[config.mk]
export PLATFORM = sky130hd
export DESIGN_NAME = uart_rx
export DESIGN_NICKNAME = d
export VERILOG_FILES = /design/src/rtl/uart_pkg.sv /design/src/rtl/uart_rx_sampler.sv /design/src/rtl/uart_rx.sv
export SDC_FILE = /design/constraint.sdc
export NUM_CORES = 1
export LEC_CHECK = 0
export CORE_ASPECT_RATIO = 0.8
export CORE_MARGIN = 8
export CORE_UTILIZATION = 61
export DETAILED_ROUTE_END_ITERATION = 16
export PLACE_DENSITY = 0.84
export SKIP_CTS_REPAIR_TIMING = 1
export SLEW_MARGIN = 20
export SYNTH_ARGS = -nofsm -noshare
export SYNTH_HDL_FRONTEND = slang
export SYNTH_HIERARCHICAL = 1
export SYNTH_SLANG_ARGS = --single-unit
[constraint.sdc]
create_clock -name CLK -period 6.8 [get_ports CLK]
set_clock_uncertainty 0.2 [all_clocks]
set_input_delay 1.02 -clock CLK [delete_from_list [all_inputs] [get_ports CLK]]
set_output_delay 1.02 -clock CLK [all_outputs]
set_load 0.1 [all_outputs]
[src/rtl/uart_pkg.sv]
// Shared UART receiver definitions: FSM state encoding, legal oversampling
// ratios and the 2-of-3 majority vote.
package uart_pkg;

  localparam int unsigned PRESCALE_W = 6;

  localparam logic [PRESCALE_W-1:0] PRESCALE_8  = PRESCALE_W'(8);
  localparam logic [PRESCALE_W-1:0] PRESCALE_16 = PRESCALE_W'(16);
  localparam logic [PRESCALE_W-1:0] PRESCALE_32 = PRESCALE_W'(32);

  typedef enum logic [2:0] {
    ST_IDLE,
    ST_START,
    ST_DATA,
    ST_PARITY,
    ST_STOP
  } rx_state_e;

  function automatic logic majority3(input logic [2:0] s);
    return (s[0] & s[1]) | (s[1] & s[2]) | (s[0] & s[2]);
  endfunction

endpackage

[src/rtl/uart_rx_sampler.sv]
// Per-bit timing for the UART receiver: edge counter, bit counter and a
// 3-point mid-bit majority sampler.
module uart_rx_sampler
  import uart_pkg::*;
#(
  parameter int unsigned BIT_CNT_W = 4
) (
  input  logic                  CLK,
  input  logic                  RST,
  input  logic                  clear_i,
  input  logic [PRESCALE_W-1:0] prescale_i,
  input  logic                  rx_i,
  output logic [BIT_CNT_W-1:0]  bit_cnt_o,
  output logic                  bit_done_c_o,
  output logic                  bit_val_c_o
);

  logic [PRESCALE_W-1:0] edge_q, edge_d;
  logic [PRESCALE_W-1:0] last_edge;
  logic [PRESCALE_W-1:0] mid;
  logic [BIT_CNT_W-1:0]  bit_q, bit_d;
  logic [2:0]            samp_q, samp_d;

  // Modulo-6-bit arithmetic keeps illegal ratios (0, 1, ...) counting safely.
  assign last_edge = prescale_i - PRESCALE_W'(1);
  assign mid       = prescale_i >> 1;

  always_comb begin
    edge_d = edge_q;
    bit_d  = bit_q;
    samp_d = samp_q;
    if (clear_i) begin
      edge_d = '0;
      bit_d  = '0;
    end else if (edge_q == last_edge) begin
      edge_d = '0;
      bit_d  = bit_q + BIT_CNT_W'(1);
    end else begin
      edge_d = edge_q + PRESCALE_W'(1);
    end
    if (edge_q == mid - PRESCALE_W'(1)) samp_d[0] = rx_i;
    if (edge_q == mid)                  samp_d[1] = rx_i;
    if (edge_q == mid + PRESCALE_W'(1)) samp_d[2] = rx_i;
  end

  always_ff @(posedge CLK) begin
    if (RST) begin
      edge_q <= '0;
      bit_q  <= '0;
      samp_q <= '0;
    end else begin
      edge_q <= edge_d;
      bit_q  <= bit_d;
      samp_q <= samp_d;
    end
  end

  assign bit_cnt_o    = bit_q;
  assign bit_done_c_o = (edge_q == last_edge);
  assign bit_val_c_o  = majority3(samp_q);

endmodule

[src/rtl/uart_rx.sv]
// UART receiver: start/data/parity/stop FSM with LSB-first deserializer,
// parity and stop checks, and registered one-cycle result pulses.
module uart_rx
  import uart_pkg::*;
#(
  parameter int unsigned DATA_WIDTH = 8
) (
  input  logic                  CLK,
  input  logic                  RST,
  input  logic                  RX_IN,
  input  logic [PRESCALE_W-1:0] Prescale,
  input  logic                  PAR_EN,
  input  logic                  PAR_TYP,
  output logic [DATA_WIDTH-1:0] P_DATA,
  output logic                  data_valid,
  output logic                  par_error,
  output logic                  stop_error
);

  localparam int unsigned BIT_CNT_W = $clog2(DATA_WIDTH + 3);

  rx_state_e             state_q, state_d;
  logic [PRESCALE_W-1:0] prescale_q, prescale_d;
  logic                  par_en_q, par_en_d;
  logic                  par_typ_q, par_typ_d;
  logic                  par_fail_q, par_fail_d;
  logic [DATA_WIDTH-1:0] shift_q, shift_d;
  logic [DATA_WIDTH-1:0] p_data_q, p_data_d;
  logic                  data_valid_q, data_valid_d;
  logic                  par_error_q, par_error_d;
  logic                  stop_error_q, stop_error_d;

  logic [PRESCALE_W-1:0] prescale_c;
  logic [BIT_CNT_W-1:0]  bit_cnt;
  logic                  bit_done_c;
  logic                  bit_val_c;
  logic                  clear_c;

  // The start-detect cycle uses the live ratio; later cycles use the latched one.
  assign prescale_c = (state_q == ST_IDLE) ? Prescale : prescale_q;
  assign clear_c    = (state_d == ST_IDLE);

  uart_rx_sampler #(
    .BIT_CNT_W (BIT_CNT_W)
  ) u_sampler (
    .CLK          (CLK),
    .RST          (RST),
    .clear_i      (clear_c),
    .prescale_i   (prescale_c),
    .rx_i         (RX_IN),
    .bit_cnt_o    (bit_cnt),
    .bit_done_c_o (bit_done_c),
    .bit_val_c_o  (bit_val_c)
  );

  always_comb begin
    state_d      = state_q;
    prescale_d   = prescale_q;
    par_en_d     = par_en_q;
    par_typ_d    = par_typ_q;
    par_fail_d   = par_fail_q;
    shift_d      = shift_q;
    p_data_d     = p_data_q;
    data_valid_d = 1'b0;
    par_error_d  = 1'b0;
    stop_error_d = 1'b0;
    unique case (state_q)
      ST_IDLE: begin
        if (!RX_IN) begin
          state_d    = ST_START;
          prescale_d = Prescale;
          par_en_d   = PAR_EN;
          par_typ_d  = PAR_TYP;
          par_fail_d = 1'b0;
        end
      end
      ST_START: begin
        if (bit_done_c) state_d = bit_val_c ? ST_IDLE : ST_DATA;
      end
      ST_DATA: begin
        if (bit_done_c) begin
          shift_d = {bit_val_c, shift_q[DATA_WIDTH-1:1]};
          if (bit_cnt == BIT_CNT_W'(DATA_WIDTH)) state_d = par_en_q ? ST_PARITY : ST_STOP;
        end
      end
      ST_PARITY: begin
        if (bit_done_c) begin
          if (bit_val_c != ((^shift_q) ^ par_typ_q)) begin
            par_error_d = 1'b1;
            par_fail_d  = 1'b1;
          end
          state_d = ST_STOP;
        end
      end
      ST_STOP: begin
        if (bit_done_c) begin
          state_d = ST_IDLE;
          if (!bit_val_c) begin
            stop_error_d = 1'b1;
          end else if (!par_fail_q) begin
            data_valid_d = 1'b1;
            p_data_d     = shift_q;
          end
        end
      end
      default: state_d = ST_IDLE;
    endcase
  end

  always_ff @(posedge CLK) begin
    if (RST) begin
      state_q      <= ST_IDLE;
      prescale_q   <= '0;
      par_en_q     <= 1'b0;
      par_typ_q    <= 1'b0;
      par_fail_q   <= 1'b0;
      shift_q      <= '0;
      p_data_q     <= '0;
      data_valid_q <= 1'b0;
      par_error_q  <= 1'b0;
      stop_error_q <= 1'b0;
    end else begin
      state_q      <= state_d;
      prescale_q   <= prescale_d;
      par_en_q     <= par_en_d;
      par_typ_q    <= par_typ_d;
      par_fail_q   <= par_fail_d;
      shift_q      <= shift_d;
      p_data_q     <= p_data_d;
      data_valid_q <= data_valid_d;
      par_error_q  <= par_error_d;
      stop_error_q <= stop_error_d;
    end
  end

  assign P_DATA     = p_data_q;
  assign data_valid = data_valid_q;
  assign par_error  = par_error_q;
  assign stop_error = stop_error_q;

endmodule

; ---- Word level (Yosys, flattened, before mapping)
; Index checks and enable logic that the tools add are counted.
[classes]
addsub = 5
n_eq_ne = 13
muxes = 17
bitwise_logic = 12
reduce_logical = 13
[ops]
columns = cell, n
row1 = $mux W3, 7
row2 = $eq A6 B6 Y1, 3
row3 = $pmux W3 S5, 1
row4 = $reduce_or A3 Y1, 3
row5 = $reduce_and A4 Y1, 2
row6 = $reduce_xor A8 Y1, 1
row7 = $add A5 B1 Y6 const B, 1
row8 = $add A6 B1 Y6 const B, 1
row9 = $eq A3 B2 Y1 const B, 2
row10 = $eq A6 B5 Y1, 1
row11 = $logic_not A3 Y1, 2
row12 = $mux W1, 6
row13 = $mux W6, 1
row14 = $ne A2 B2 Y1 const B, 3
row15 = $not A1 Y1, 6
row16 = $sub A5 B1 Y6 const B, 1
row17 = $sub A6 B1 Y6 const B, 1
row18 = $add A4 B1 Y4 const B, 1
row19 = $eq A4 B4 Y1 const B, 1
row20 = $reduce_and A2 Y1, 2
row21 = $reduce_or A4 Y1, 1
row22 = $and A1 B1 Y1, 3
row23 = $eq A3 B1 Y1 const B, 1
row24 = $eq A3 B3 Y1 const B, 1
row25 = other kinds (7), 8
[word_totals]
regBits = 44
input_bits = 11
wordCells = 75

; ---- Depth between registers and ports, before layout
[depth]
depth_word = 8
ltp_mapped = 19
mapped_depth_nobuf = 15

; ---- Hierarchy
; The synthesis kept the hierarchy.
[modules_own_cells]
columns = module, instances, cells_per_inst, area_each_um2
row1 = uart_rx, 1, 138, 1416.4
row2 = uart_rx_sampler, 1, 117, 993.5

; ---- Worst setup path after synthesis
; OpenSTA, ideal clock, no wires.
[synth_path]
kind = register to register
from = register state_q[1]
to = register u_sampler.bit_q[0] (netlist: u_sampler/bit_cnt_o[0])
setup_time_ns = 0.070
arrival_time_ns = 4.158
t_required_ns = 6.530
slack_ns = 2.372
stages_incl_launch_ff = 19
path_cell_list = dfxtp_1 clkbuf_1 nor3_1 mux2_2 inv_1 ha_1 nor2b_4 or3_1 a31o_1 nor2_2 buf_6 nor4b_4 and3_1 o221ai_1 o2111a_1 or2_2 clkbuf_2 nor4_1 o21bai_1
[synth_via]
elab_chain_len = 8
[synth_rtl]
columns = element, line_no
row1 = from (decl), uart_rx.sv:22  ; rx_state_e state_q, state_d;
row2 = from (signal assigned), uart_rx.sv:123  ; state_q <= state_d;
row3 = $logic_not A3 Y1 *, uart_rx.sv:40  ; assign prescale_c = (state_q == ST_IDLE) ? Prescale : prescale_q;
row4 = $mux W6 *, uart_rx.sv:40
row5 = net prescale_c[1], uart_rx.sv:33  ; logic [PRESCALE_W-1:0] prescale_c;
row6 = $sub A6 B1 Y6 *, uart_rx_sampler.sv:25  ; assign last_edge = prescale_i - PRESCALE_W'(1);
row7 = $eq A6 B6 Y1 *, uart_rx_sampler.sv:59  ; assign bit_done_c_o = (edge_q == last_edge);
row8 = net bit_done_c, uart_rx.sv:35  ; logic bit_done_c;
row9 = $mux W3 (on tied branches), -
row10 = $pmux W3 S5 *, uart_rx.sv:67  ; unique case (state_q)
row11 = $logic_not A3 Y1 *, uart_rx.sv:41  ; assign clear_c = (state_d == ST_IDLE);
row12 = net clear_c, uart_rx.sv:37  ; logic clear_c;
row13 = $reduce_or A2 Y1 (no source line) *, -
row14 = to (signal assigned), uart_rx_sampler.sv:53  ; bit_q <= bit_d;
row15 = to (decl), uart_rx_sampler.sv:21  ; logic [BIT_CNT_W-1:0] bit_q, bit_d;
; The timed path passes the listed nets; every way through them passes the cells marked *.
; A chain may end at the register's enable or synchronous reset.

; ---- Final worst setup path
[layout_path]
from = register state_q[0]
to = register u_sampler.bit_q[0] (netlist: u_sampler/bit_cnt_o[0])
; The elaborated chain is that of the path after synthesis.

==> flow_metrics.env <==
export IMPL_post_drt_wl_per_cell_um=14.8
export IMPL_nNetsFinal=287
export IMPL_antenna_found_initial=0
export IMPL_post_drt_via_cell_ratio=5.57
export IMPL_rsz0062_at_grt="no"
export IMPL_avgSynthCellArea_um2=9.45
export IMPL_crit_path_top_delay_cell="nor3_1"
export IMPL_synth_warnings=6
export IMPL_layoutNonFillerInstCount=326
export IMPL_cts_tree="built"
export IMPL_cp_arrival_ns=5.19
export IMPL_initial_core_util_pct=63.4
export IMPL_dr_pass1_iters=4
export IMPL_power_density_mw_per_mm2=194
export IMPL_yosysSeqAreaShare_pct=36.6
export IMPL_fin_setup_tns_ns=0
export IMPL_grt_max_degree=38
export IMPL_synth_common_cells="dfxtp_1 (44), nor2_1 (32), mux2i_1 (29)"
export IMPL_required_ns=6.83
export IMPL_cts_sinks=44
export IMPL_layout_drive_gt1_share_pct=11.1
export IMPL_vias=1815
export IMPL_synth_area_top_cells="dfxtp_1 (37%), mux2i_1 (12%), xnor2_1 (7.3%)"
export IMPL_synth_top_area_cell="dfxtp_1"
export IMPL_dp_cells=318
export IMPL_place_ws_ns=1.58
export IMPL_maxSlewHeadroom_pct=32.8
export IMPL_synth_seq_cells=44
export IMPL_critPathBufInv=1
export IMPL_synth_edf_count=0
export IMPL_final_max_slew_viol_count=0
export IMPL_cts_buffer_depth=2
export IMPL_clk_root_buffer_cell="clkbuf_8"
export IMPL_end_kind="register"
export IMPL_crit_top_cell="and3_1"
export IMPL_power_leakage_nw=0.958
export IMPL_crit_type="register to register"
export IMPL_drcViolationCount=0
export IMPL_grt_pass1_wl_um=8020
export IMPL_clkTransAtPathRegs_ns=0.09
export IMPL_drt_iter0_drc=121
export IMPL_hp_class="register to register"
export IMPL_io_pins=22
export IMPL_synth_flop_cell="dfxtp_1"
export IMPL_finalCriticalPeriod_ns=5.16
export IMPL_hold_viol_final=0
export IMPL_ir_drop_uv=142
export IMPL_io_buffers=21
export IMPL_die_h_um=72.2
export IMPL_dieArea_mm2=0.00623
export IMPL_synth_most_common_cell="dfxtp_1"
export IMPL_layout_setup_ws_ns=1.64
export IMPL_htreeDepth=2
export IMPL_die_w_um=86.3
export IMPL_crit_family="simple AND/OR/NAND/NOR gates"
export IMPL_syn_instance_count=255
export IMPL_post_route_period_util_pct=75.8
export IMPL_cp_max_fo=17
export IMPL_max_cap_violations=0
export IMPL_syn_area_mm2=0.00241
export IMPL_cts_buffers=5
export IMPL_synth_top_area_share_pct=36.6
export IMPL_grt_overflow=0
export IMPL_worst_slew_pin_slew_ns=1.00
export IMPL_synthArstFlopShare_pct=0
export IMPL_rows=20
export IMPL_diodes=0
export IMPL_finalPower_mw=0.527
export IMPL_area_growth_pct=12.8
export IMPL_status="complete, no violations"
export IMPL_synth_nets=272
export IMPL_gp_congestion=0.857
export IMPL_clkLatencyLatePin_ns=0.29
export IMPL_dp_hpwl_um=3460
export IMPL_path_cells="nor3_1, mux2_2, inv_1, ha_1, nor3b_2, and3_1, o221ai_2, nor2_2, nor4b_4, and3_1, o221ai_1, o2111a_1, or2_2, nor4_1, o21bai_1"
export IMPL_grt_pass1_vias=1718
export IMPL_worst_setup_path_start_kind="register"
export IMPL_core_area_mm2=0.00380
export IMPL_fmax_mhz=194
export IMPL_drt_total_wl_um=4830
export IMPL_netlist_cell_type_count=51
export IMPL_ant_nets=0
export IMPL_finalSetupViolCount=0
export IMPL_slowest_delay_ns=0.81
export IMPL_track_usage_pct=16.1
## layout by cell type (no fill, tap or decap), types with 2 or more instances in the layout
master,synthesis,routed
inv_1,8,8
nand4_1,3,3
nor3_1,11,11
nor4_1,4,3
nor2b_1,2,2
nand2b_1,4,4
xor2_1,8,8
and3_1,4,4
a31oi_1,4,4
xnor2_1,20,20
nand2_1,8,8
nor2_1,32,32
dfxtp_1,44,44
clkdlybuf4s50_1,0,21
nor3b_1,3,3
mux2i_1,29,29
a21oi_1,5,5
o21ai_0,2,2
or4_1,2,2
nand3_1,6,6
buf_4,1,2
or2_2,3,3
ha_1,6,6
mux2_2,6,6
a22oi_1,2,2
clkbuf_8,0,6
o31ai_1,2,2
## flip-flops by register name, indices dropped and copies added (netlist names)
| register | cells |
|---|---|
| par_fail_q | 1 |
| shift_q | 8 |
| data_valid | 1 |
| state_q | 3 |
| u_sampler/bit_cnt_o | 4 |
| stop_error | 1 |
| P_DATA | 8 |
| par_error | 1 |
| par_typ_q | 1 |
| u_sampler/samp_q | 3 |
| prescale_q | 6 |
| u_sampler/edge_q | 6 |
| par_en_q | 1 |
## worst paths after layout
kind | depth (start not counted) | startpoint | slack [ns] | endpoint
max | 15 | state_q[0] | 1.64 | u_sampler/bit_cnt_o[0]
min | 2 | u_sampler/samp_q[0] | 0.28 | u_sampler/samp_q[0]
max reg2reg | 15 | state_q[0] | 1.64 | u_sampler/bit_cnt_o[0]
min reg2reg | 2 | u_sampler/samp_q[0] | 0.28 | u_sampler/samp_q[0]
## power breakdown
group,internal [mW],total (mW),switching [mW]
registers,0.263,0.269,0.00600
clock network,0.0831,0.174,0.0909
logic,0.0390,0.0842,0.0451
## routing by layer
| metal | GRT usage (%) | part of all wire, % |
|---|---|---|
| met1 | 21.0 | 47 |
| met2 | 26.0 | 47 |
| met3 | 3.95 | 5.2 |
| met4 | 4.00 | 0.52 |
| met5 | 0 | 0 |
## worst reg2reg max path, cell delays in order (launching register included)
cell and delay [ns]:
dfxtp_1 0.45, nor3_1 0.82, mux2_2 0.52, inv_1 0.11, ha_1 0.22, nor3b_2 0.29
and3_1 0.23, o221ai_2 0.17, nor2_2 0.54, nor4b_4 0.35, and3_1 0.19, o221ai_1 0.14
o2111a_1 0.16, or2_2 0.38, nor4_1 0.19, o21bai_1 0.14
## through the flow
step	hold WS, ns	cell area [um^2]	utilization, %
global route	0.325	2720	71.4
floorplan	0.249	2410	-
CTS	0.285	2720	71.4
global placement	0.268	2620	68.9
detailed placement	0.269	2620	68.9
finish	0.281	2720	71.4
## layout make-up
type	count	area (um^2)
multi-input cells	188	1420
fillers	296	1090
flip-flops and latches	44	881
repair buffers	23	225
clock buffers	6	82.6
well taps	55	68.8
inverters	8	30.0
clock inverters	2	13.8
## kinds of logic after synthesis
logic type	synth area share, %
xor+xnor	11.1
compound gates	6.91
flops	36.6
mux	14.8
buf+inv	4.93
simple gates	22.1
fa+ha+maj	3.53
No activity file was read; power rests on OpenSTA's default activity.
